<file path="config.mk">
export PLATFORM = sky130hd
export DESIGN_NAME = conv_filter_scheduler
export DESIGN_NICKNAME = d
export VERILOG_FILES = /design/src/rtl/conv_filter_scheduler.sv
export SDC_FILE = /design/constraint.sdc
export NUM_CORES = 1
export LEC_CHECK = 0
export CORE_AREA = 2 2 252 254
export DETAILED_ROUTE_END_ITERATION = 10
export DIE_AREA = 0 0 254 256
export PLACE_DENSITY = 0.53
export SLEW_MARGIN = 30
export SYNTH_ARGS = -nofsm -noshare
export SYNTH_HDL_FRONTEND = slang
export SYNTH_SLANG_ARGS = --single-unit
export TNS_END_PERCENT = 30
</file>
<file path="constraint.sdc">
create_clock -name clock -period 1.7 [get_ports clock]
set_clock_uncertainty 0.2 [all_clocks]
set_input_delay 0.34 -clock clock [delete_from_list [all_inputs] [get_ports clock]]
set_output_delay 0.34 -clock clock [all_outputs]
set_load 0.01 [all_outputs]
</file>
<file path="src/rtl/conv_filter_scheduler.sv">
// conv_filter_scheduler: runs NUM_FILTERS filter passes per KxK window through a
// pipelined convolution datapath, then tags and checks the returning results.
module conv_filter_scheduler #(
    parameter int KERNEL_SIZE  = 3,
    parameter int DATA_WIDTH   = 16,
    parameter int NUM_FILTERS  = 4,
    parameter int CONV_LATENCY = 4,
    parameter int FW           = (NUM_FILTERS > 1) ? $clog2(NUM_FILTERS) : 1
) (
    input  logic                                      clock,
    input  logic                                      reset_n,
    input  logic                                      win_valid,
    output logic                                      win_ready,
    input  logic [DATA_WIDTH*KERNEL_SIZE*KERNEL_SIZE-1:0] win_data,
    output logic                                      wmem_rd,
    output logic [FW-1:0]                             wmem_addr,
    input  logic [DATA_WIDTH*KERNEL_SIZE*KERNEL_SIZE-1:0] wmem_weights,
    input  logic [DATA_WIDTH-1:0]                     wmem_bias,
    output logic [DATA_WIDTH*KERNEL_SIZE*KERNEL_SIZE-1:0] conv_data,
    output logic [DATA_WIDTH*KERNEL_SIZE*KERNEL_SIZE-1:0] conv_weights,
    output logic [DATA_WIDTH-1:0]                     conv_bias,
    output logic                                      conv_valid,
    input  logic [DATA_WIDTH-1:0]                     conv_result,
    input  logic                                      conv_result_valid,
    output logic [DATA_WIDTH-1:0]                     out_data,
    output logic                                      out_valid,
    output logic [FW-1:0]                             out_filter,
    output logic                                      out_last,
    output logic                                      busy,
    output logic                                      protocol_error
);

    localparam int WIN_W  = DATA_WIDTH * KERNEL_SIZE * KERNEL_SIZE;
    localparam int DEPTH  = CONV_LATENCY + 1;
    localparam int MASK_W = $clog2(CONV_LATENCY + 2);
    localparam logic [FW-1:0]     LAST_FILT = FW'(NUM_FILTERS - 1);
    localparam logic [MASK_W-1:0] MASK_MAX  = MASK_W'(CONV_LATENCY + 1);

    typedef enum logic {IDLE, RUN} state_t;

    state_t            state, next_state;
    logic [FW-1:0]     filt_cnt;
    logic [WIN_W-1:0]  win_reg;
    logic              accept;
    logic              is_last;
    logic [DEPTH-1:0]  tag_valid;
    logic [DEPTH-1:0]  tag_last;
    logic [FW-1:0]     tag_filt [DEPTH];
    logic [MASK_W-1:0] mask_cnt;
    logic              masked;

    assign is_last      = (filt_cnt == LAST_FILT);
    assign accept       = win_valid && win_ready;
    assign masked       = (mask_cnt != MASK_MAX);
    assign conv_weights = wmem_weights;
    assign conv_bias    = wmem_bias;

    always_ff @(posedge clock or negedge reset_n) begin
        if (!reset_n) state <= IDLE;
        else          state <= next_state;
    end

    always_comb begin
        next_state = state;
        case (state)
            IDLE:    if (accept) next_state = RUN;
            RUN:     if (is_last && !accept) next_state = IDLE;
            default: next_state = IDLE;
        endcase
    end

    // The last-filter cycle doubles as an accept slot so windows stream without a bubble.
    always_comb begin
        win_ready = (state == IDLE) || ((state == RUN) && is_last);
        wmem_rd   = (state == RUN);
        wmem_addr = filt_cnt;
        busy      = (state == RUN) || (|tag_valid) || out_valid;
    end

    always_ff @(posedge clock or negedge reset_n) begin
        if (!reset_n) begin
            filt_cnt <= '0;
            win_reg  <= '0;
        end else if (accept) begin
            filt_cnt <= '0;
            win_reg  <= win_data;
        end else if (wmem_rd) begin
            filt_cnt <= is_last ? '0 : filt_cnt + 1'b1;
        end
    end

    // Delayed one cycle so the window lines up with the memory's read data.
    always_ff @(posedge clock or negedge reset_n) begin
        if (!reset_n) begin
            conv_valid <= 1'b0;
            conv_data  <= '0;
        end else begin
            conv_valid <= wmem_rd;
            if (wmem_rd) conv_data <= win_reg;
        end
    end

    always_ff @(posedge clock or negedge reset_n) begin
        if (!reset_n) begin
            tag_valid <= '0;
            tag_last  <= '0;
            for (int i = 0; i < DEPTH; i++) tag_filt[i] <= '0;
        end else begin
            tag_valid   <= {tag_valid[DEPTH-2:0], wmem_rd};
            tag_last    <= {tag_last[DEPTH-2:0], is_last};
            tag_filt[0] <= filt_cnt;
            for (int i = 1; i < DEPTH; i++) tag_filt[i] <= tag_filt[i-1];
        end
    end

    // The datapath has no reset, so its stale valids are ignored for a while after reset.
    always_ff @(posedge clock or negedge reset_n) begin
        if (!reset_n)    mask_cnt <= '0;
        else if (masked) mask_cnt <= mask_cnt + 1'b1;
    end

    always_ff @(posedge clock or negedge reset_n) begin
        if (!reset_n) begin
            out_valid      <= 1'b0;
            out_data       <= '0;
            out_filter     <= '0;
            out_last       <= 1'b0;
            protocol_error <= 1'b0;
        end else begin
            out_valid  <= conv_result_valid && tag_valid[CONV_LATENCY];
            out_data   <= conv_result;
            out_filter <= tag_filt[CONV_LATENCY];
            out_last   <= tag_last[CONV_LATENCY];
            if (!masked && (conv_result_valid != tag_valid[CONV_LATENCY]))
                protocol_error <= 1'b1;
        end
    end

endmodule

</file>
# Yosys cells after proc, flatten, opt, wreduce, memory -nomap -nowiden
# Cells that the tools add are included.
# word_totals
regBits	336
output_inout_bits	331
in_bits	324
# op_classes
n_eq_ne	3
n_bitwise	1
muxes	6
add_sub_neg	2
n_reduce_logical	12
# ops
operator	n
2-bit two-way mux	3
1-bit logical AND	5
5-bit OR reduction	1
3-bit by 1-bit adder with 3-bit output (second input constant)	1
1-bit logical OR	3
3-bit inequality test (second input constant)	1
2-bit by 1-bit adder with 2-bit output (second input constant)	1
2-bit equality test (second input constant)	1
1-bit logical NOT	2
1-bit two-way mux	2
1-bit case mux with 2 select lines	1
2-bit nonzero test	1
1-bit inequality test	1
1-bit NOT	1

# Logic depth before layout (Yosys ltp)
# Gate-level depths: netlist of the first run.
# depth
ltp_word	8
mapped_depth	6
ltp_nobuf	5

# Least setup slack after synthesis of the first run
# No wires, ideal clock.
# synth_path
kind	register -> register
startpoint	register filt_cnt[0] (netlist: wmem_addr[0])
endpoint	register win_reg[100]
stages_incl_launch_ff	7
t_required_ps	1375
setup_time_ps	125
setup_slack_ps	-263
arrival_time_ps	1638
path_cell_list	dfrtp_1 -> ha_1 -> nand2b_2 -> nand2_2 -> buf_6 -> buf_6 -> mux2_4
# synth_via
elab_chain_len	4
# synth_lines
item	line	source
start, declared	42	logic [FW-1:0] filt_cnt;
start signal, assigned	88	filt_cnt <= is_last ? '0 : filt_cnt + 1'b1;
2-bit equality test	52	assign is_last = (filt_cnt == LAST_FILT);
named net is_last	45	logic is_last;
1-bit logical AND	74	win_ready = (state == IDLE) || ((state == RUN) && is_last);
1-bit logical OR	74	
named net win_ready	13	output logic win_ready,
1-bit logical AND	53	assign accept = win_valid && win_ready;
end signal, assigned	86	win_reg <= win_data;
end, declared	43	logic [WIN_W-1:0] win_reg;
# The timed path passes the listed nets, and every way through them passes these cells.
# A chain may end at the register's enable or synchronous reset.

# Worst setup path after layout of the first run
# layout_path
startpoint	register state (netlist: wmem_rd)
endpoint	output port busy
# layout_via
elab_chain_len	2
# layout_lines
item	line	source
start, declared	41	state_t state, next_state;
start signal, assigned	60	else state <= next_state;
1-bit logical OR (2 in series)	77	busy = (state == RUN) || (|tag_valid) || out_valid;
end, declared	29	output logic busy,
# Every way passes these cells.

==> impl_metrics.tcl, run 1 <==
set metrics [dict create \
    setup.worst_path.class "reg2out" \
    drive_gt1_share_pct 52.4 \
    peak_usage_layer_in_the_global_routing_report "met2" \
    htree_depth 2 \
    synthDistinctLibCells 20 \
    clock_power_share_pct 24.1 \
    firstDrtPassIters 4 \
    yosysSeqAreaShare_pct 62.5 \
    total_inserted_antenna_cells 0 \
    post_synthesis_instance_total 839 \
    run_status "complete, but fails checks" \
    whs_ns 0.0382 \
    tritoncts_num_sinks 335 \
    grt.total_usage_pct 12.0 \
    netlist.area_leader.share_pct 62.5 \
    die-width_um 254 \
    grtUsageMet3_pct 8.10 \
    fillCellCount 6380 \
    clock_tree_from_tritoncts "yes" \
    layoutNonFillerInstCount 1971 \
    maxSlewHeadroom_pct 67.9 \
    first_global_vias 8357 \
    starting_utilization_of_the_core_area_pct 21.5 \
    synth_area_leaders "dfrtp_1 (63%), mux2_2 (19%), buf_4 (9.0%), mux2_4 (6.7%), buf_2 (0.90%)" \
    combPwrFrac_pct 36.2 \
    die-area_um2 65000 \
    area_delta_synth_final_pct 36.2 \
    num_vias 7543 \
    static-leakage-power_nw 8.42 \
    grt_setup_unrepaired "yes" \
    synthTopCellsByCount "dfrtp_1 (335), mux2_2 (228), buf_4 (160)" \
    post-route-worst-setup-slack_ns -0.330 \
    global_route.overflow_total 0 \
    multi_input_comb_area_um2 3940 \
    clock.fmax_ghz 0.493 \
    fin_crit_sh_pct 119 \
    clock_tree.root_cell "clkbuf_16" \
    dp.cells 1871 \
    clk_latency_ns 0.56 \
    synth.net_count 1167 \
    synth-edff-count 0 \
    post_synthesis_register_bit_count 335 \
    io_pins 655 \
    fin_util_pct 29.3 \
    route.antenna.remaining_nets 0 \
    detail_route.vias_per_cell 3.83 \
    syn-mean-instance-area_um2 16.0 \
    cts.clk_slew.worst_paths_ns 0.06 \
    placeableCoreArea_um2 62400 \
    seqCellArea_um2 8390 \
    cell_internal_power_dissipation_mw 24.5 \
    antenna_found_initial 2 \
    hold_viol 0 \
    setup.worst_path.start_class "flip-flop" \
    place.port_buffers 334 \
    primary_ff_master_synth "dfrtp_1" \
    timing.critical_path.fanout_max 3 \
    slew_limit_fails 0 \
    first_pass_grt_wire_length_um 57400 \
    nets 1424 \
    seq_power_share_pct 39.7 \
    synthesis.area_um2 13400 \
    finalSetupViolations 211 \
    power_density_nw_per_um2 1900 \
    power.switching_mw 10.3 \
    route.detailed.drc 0 \
    wl_per_cell_um 21.0 \
    worst_case_clock_buffer_depth 3 \
    violations "negative setup slack" \
    synth_warnings 0 \
    worst-endpoint-arrival_ns 1.49 \
    critical_path.endpoint_type "output pin" \
    grt_start_max_net_pins 71 \
    critical_path_required_ns 1.16 \
    globalplace.congestion 0.720 \
    synthDominantAreaCellType "dfrtp_1" \
    dieHeight_um 256 \
    maxCapViolations 0 \
    grt_use_met1_pct 12.4 \
    holdCritPathClass "in2async" \
    max-vdd-ir-drop_v 0.000878 \
    final.min_clock_period_ns 2.03 \
    max_slew.worst_pin.slew_ns 0.479 \
    core.rowCount 92 \
    final_routed_wirelength_um 41300 \
    yosys.cell_count.top_type "dfrtp_1" \
    initialDrtViolationCount 281 \
    synthArstFlopShare_pct 100 \
    dp.final_hpwl_um 29300 \
    switching_share_pct 29.6 \
    numCtsBuffers 40 \
    grt_util_met2_pct 17.8 \
    setup_ws_pre_cts_ns -0.435 \
]
kinds of logic after synthesis:
group | Yosys count | share of synthesized area (%)
flops | 335 | 62.5
mux | 288 | 25.9
buf+inv | 192 | 10.5
simple gates | 15 | 0.522
compound gates | 4 | 0.214
fa+ha+maj | 4 | 0.373
xor+xnor | 1 | 0.0653
cells in the final DEF, fill, tap and decap left out, drive strengths merged:
cell,Yosys,final
nand2,6,7
buf,191,228
bufinv,0,1
xor2,1,1
a31o,1,1
a32o,1,1
o21ai,1,1
nor4,1,1
clkinv,0,5
dfrtp,335,335
clkbuf,0,68
nor2,5,5
mux2,288,288
nor3,1,1
clkdlybuf4s50,0,162
dlygate4sd3,0,8
inv,1,5
a21oi,1,1
ha,4,4
nand2b,2,2
through the flow:
step	instance area (um^2)	TNS [ns]	power, mW
2_1_floorplan	13500	-11.89	20.7
3_3_place_gp	16900	-53.80	26.4
4_1_cts	17600	-34.66	33.9
3_5_place_dp	16900	-55.37	26.7
5_1_grt	18300	-40.76	36.9
6_report	18300	-30.84	34.7
power by group through the flow:
| stage | logic [mW] | registers, mW | clock network, mW |
|---|---|---|---|
| after floorplan | 6.35 | 14.3 | 0 |
| after global placement | 12.6 | 13.8 | 0 |
| after detailed placement | 12.8 | 13.9 | 0 |
| after CTS | 11.3 | 13.8 | 8.78 |
| after global routing | 13.4 | 14.3 | 9.16 |
| final | 12.6 | 13.8 | 8.38 |
repair_timing:
action,in CTS,in global routing
endpoints found under the setup margin,383,207
gates cloned,0,10
hold buffers,8,0
setup buffers,4,8
resized for setup,713,101
hold endpoints to repair,342,0
pin swaps,3,1
worst paths after layout:
kind	start	to	slack, ns	cells after the start
worst max-delay path	wmem_rd$_DFF_PN0_	busy	-0.33	3
worst min register to register	tag_filt[6]$_DFF_PN0_	tag_filt[4]$_DFF_PN0_	0.15	0
min in group clock	conv_result[0]	out_data[0]$_DFF_PN0_	0.05	1
max in group asynchronous	reset_n	win_reg[120]$_DFFE_PN0P_	0.59	4
worst min-delay path	reset_n	conv_data[67]$_DFFE_PN0P_	0.04	2
worst max register to register	wmem_addr[0]$_DFFE_PN0P_	win_reg[102]$_DFFE_PN0P_	-0.26	6
critical path: stages (launching register included):
cell and delay (ns):
dfrtp_4 0.50, nor3_2 0.18, nand2_1 0.11, buf_6 0.14
per-layer routing:
metal	routed length, um	share of wire [%]	vias to the layer above
li1	-	-	3230
met2	18400	44	368
met1	14500	35	3809
met5	191	0.46	-
met4	2150	5.2	6
met3	6130	15	130
cell type report:
cell class	count	share of cell area [%]
Sequential cell	335	45.9
Multi-Input combinational cell	313	21.6
Timing Repair Buffer	405	19.7
Clock buffer	61	6.41
Tap cell	846	5.79
Clock inverter	10	0.616
Inverter	1	0.0205
Power figures use the tool's default switching activity.
==> inputs of run 2 (changes only) <==
CAP_MARGIN = 20   (was default)
PLACE_DENSITY = 0.51   (was 0.53)
clock period = 2.5 ns   (was 1.7 ns; I/O delays follow)
==> impl_metrics.tcl, run 2 (synthesized netlist as in run 1, its figures left out) <==
set metrics [dict create \
    total_inserted_antenna_cells 0 \
    grtUsageMet3_pct 8.71 \
    setup.worst_path.start_class "flip-flop" \
    grt_start_max_net_pins 80 \
    route.detailed.drc 0 \
    maxSlewHeadroom_pct 66.0 \
    clock_power_share_pct 25.1 \
    peak_usage_layer_in_the_global_routing_report "met2" \
    critical_path_required_ns 1.80 \
    slew_limit_fails 0 \
    maxCapViolations 0 \
    fin_crit_sh_pct 95.5 \
    grt_use_met1_pct 11.9 \
    worst_r2r_endpoint "win_reg[140]$_DFFE_PN0P_" \
    num_vias 7285 \
    core.rowCount 92 \
    wl_per_cell_um 20.3 \
    timing.setup.tns_ns 0 \
    firstDrtPassIters 4 \
    grt_setup_unrepaired "no" \
    initialDrtViolationCount 211 \
    clock.fmax_ghz 0.419 \
    first_pass_grt_wire_length_um 57200 \
    whs_ns 0.147 \
    first_global_vias 8174 \
    worst_case_clock_buffer_depth 3 \
    starting_utilization_of_the_core_area_pct 21.5 \
    place.port_buffers 334 \
    dieHeight_um 256 \
    worst-endpoint-arrival_ns 1.69 \
    numCtsBuffers 41 \
    area_after_detailed_placement_um2 16700 \
    worst-r2r-setup-slack_ns 0.41 \
    static-leakage-power_nw 7.70 \
    timing.critical_path.fanout_max 4 \
    power.switching_mw 6.76 \
    detail_route.vias_per_cell 3.78 \
    final_routed_wirelength_um 39200 \
    hold-path-cell-count 0 \
    area_delta_synth_final_pct 35.3 \
    path_cells "ha_1 -> nand2b_4 -> dlygate4sd2_1" \
    run_status "finished clean" \
    layoutNonFillerInstCount 1926 \
    drive_gt1_share_pct 35.6 \
    antenna_found_initial 0 \
    reg2reg_depth 5 \
    layout_commonest_cell "dfrtp_1" \
    dp.cells 1850 \
    max-vdd-ir-drop_v 0.000741 \
    final.min_clock_period_ns 2.39 \
    combPwrFrac_pct 35.4 \
    cp_slowest_stage_delay_ns 0.42 \
    clock_tree.root_cell "clkbuf_16" \
    placeableCoreArea_um2 62400 \
    finalSetupViolations 0 \
    launching_point_of_the_worst_reg2reg_path "wmem_addr[1]$_DFFE_PN0P_" \
    critPathSlowestCell "dfrtp_1" \
    die-width_um 254 \
    die-area_um2 65000 \
    io_pins 655 \
    fillCellCount 6316 \
    cts.clk_slew.worst_paths_ns 0.06 \
    grt.total_usage_pct 11.9 \
    dp.final_hpwl_um 28500 \
    cell_internal_power_dissipation_mw 17.0 \
    setup.worst_path.class "reg2out" \
    globalplace.congestion 0.732 \
    hold_end "tag_filt[5]$_DFF_PN0_" \
    holdCritPathClass "reg2reg" \
    route.antenna.remaining_nets 0 \
    tritoncts_num_sinks 335 \
    min-delay-start "tag_filt[7]$_DFF_PN0_" \
    clock_tree_from_tritoncts "yes" \
    clk_latency_ns 0.56 \
    power_density_nw_per_um2 1310 \
    switching_share_pct 28.4 \
    design_area_um2 18100 \
    critical_path.endpoint_type "output pin" \
    hold_viol 0 \
    layout.cells.most_common_list "dfrtp_1 (334), clkdlybuf4s50_1 (331), mux2_2 (228)" \
    nets 1377 \
    grt_util_met2_pct 18.1 \
    max_slew.worst_pin.slew_ns 0.509 \
    htree_depth 2 \
    global_route.overflow_total 0 \
    seq_power_share_pct 39.6 \
]
==> run 2: area by class of cell <==
class / instances / area [um^2] / share of cell area, %
multi-input combinational: 312 / 3650 / 20.1
timing repair buffer: 358 / 3670 / 20.2
inverter: 1 / 3.75 / 0.0207
clock inverter: 14 / 139 / 0.765
sequential: 335 / 8390 / 46.2
tap: 846 / 1060 / 5.83
clock buffer: 60 / 1240 / 6.83
==> run 2: worst max-delay path by stage <==
| stage | slack [ns] | to | cells after the start | startpoint |
|---|---|---|---|---|
| after floorplan | 0.54 | win_reg[100]$_DFFE_PN0P_ | 6 | wmem_addr[0]$_DFFE_PN0P_ |
| after global placement | 0.12 | win_reg[141]$_DFFE_PN0P_ | 4 | win_valid |
| final | 0.11 | win_ready | 3 | wmem_addr[1]$_DFFE_PN0P_ |
| after CTS | 0.003 | busy | 3 | wmem_rd$_DFF_PN0_ |
| after global routing | 0.004 | win_ready | 3 | wmem_addr[1]$_DFFE_PN0P_ |
| after detailed placement | 0.09 | win_reg[140]$_DFFE_PN0P_ | 4 | win_valid |
==> run 2: timing repair <==
| action | CTS | global route |
|---|---|---|
| resized for setup | 3 | 2 |
| hold buffers | 1 | 0 |
| buffers inserted | 0 | 1 |
| endpoints found under the hold margin | 54 | 0 |
| endpoints found under the setup margin | 2 | 2 |
| cloned | 0 | 0 |
==> run 2: power by group through the flow <==
stage | Clock, mW | Sequential, mW | Combinational [mW]
floorplan | 0 | 9.74 | 4.27
global route | 6.46 | 9.78 | 9.02
detailed placement | 0 | 9.50 | 8.55
global placement | 0 | 9.40 | 8.43
finish | 5.97 | 9.41 | 8.41
CTS | 6.25 | 9.44 | 8.60
==> run 2: critical path: cells and delay by family (launching register included) <==
kind,cells,cell delay (ns)
buffers and inverters,1,0.30
AND/OR/NAND/NOR,1,0.19
adder cells (fa/ha/maj),1,0.23
flip-flops,1,0.42
==> run 2: stage by stage <==
| stage | utilization [%] | setup WS [ns] | power, mW |
|---|---|---|---|
| global placement | 26.8 | 0.124 | 17.8 |
| CTS | 29.1 | 0.00271 | 24.3 |
| floorplan | - | 0.537 | 14.0 |
| global route | 29.1 | 0.00417 | 25.3 |
| finish | 29.1 | 0.112 | 23.8 |
| detailed placement | 26.8 | 0.0916 | 18.1 |
==> run 2: routing by layer <==
metal	part of all wire [%]	vias up	wire length, um
met1	34	3669	13300
li1	-	3129	-
met4	4.5	2	1780
met3	17	111	6490
met5	0.11	-	42
met2	45	374	17500
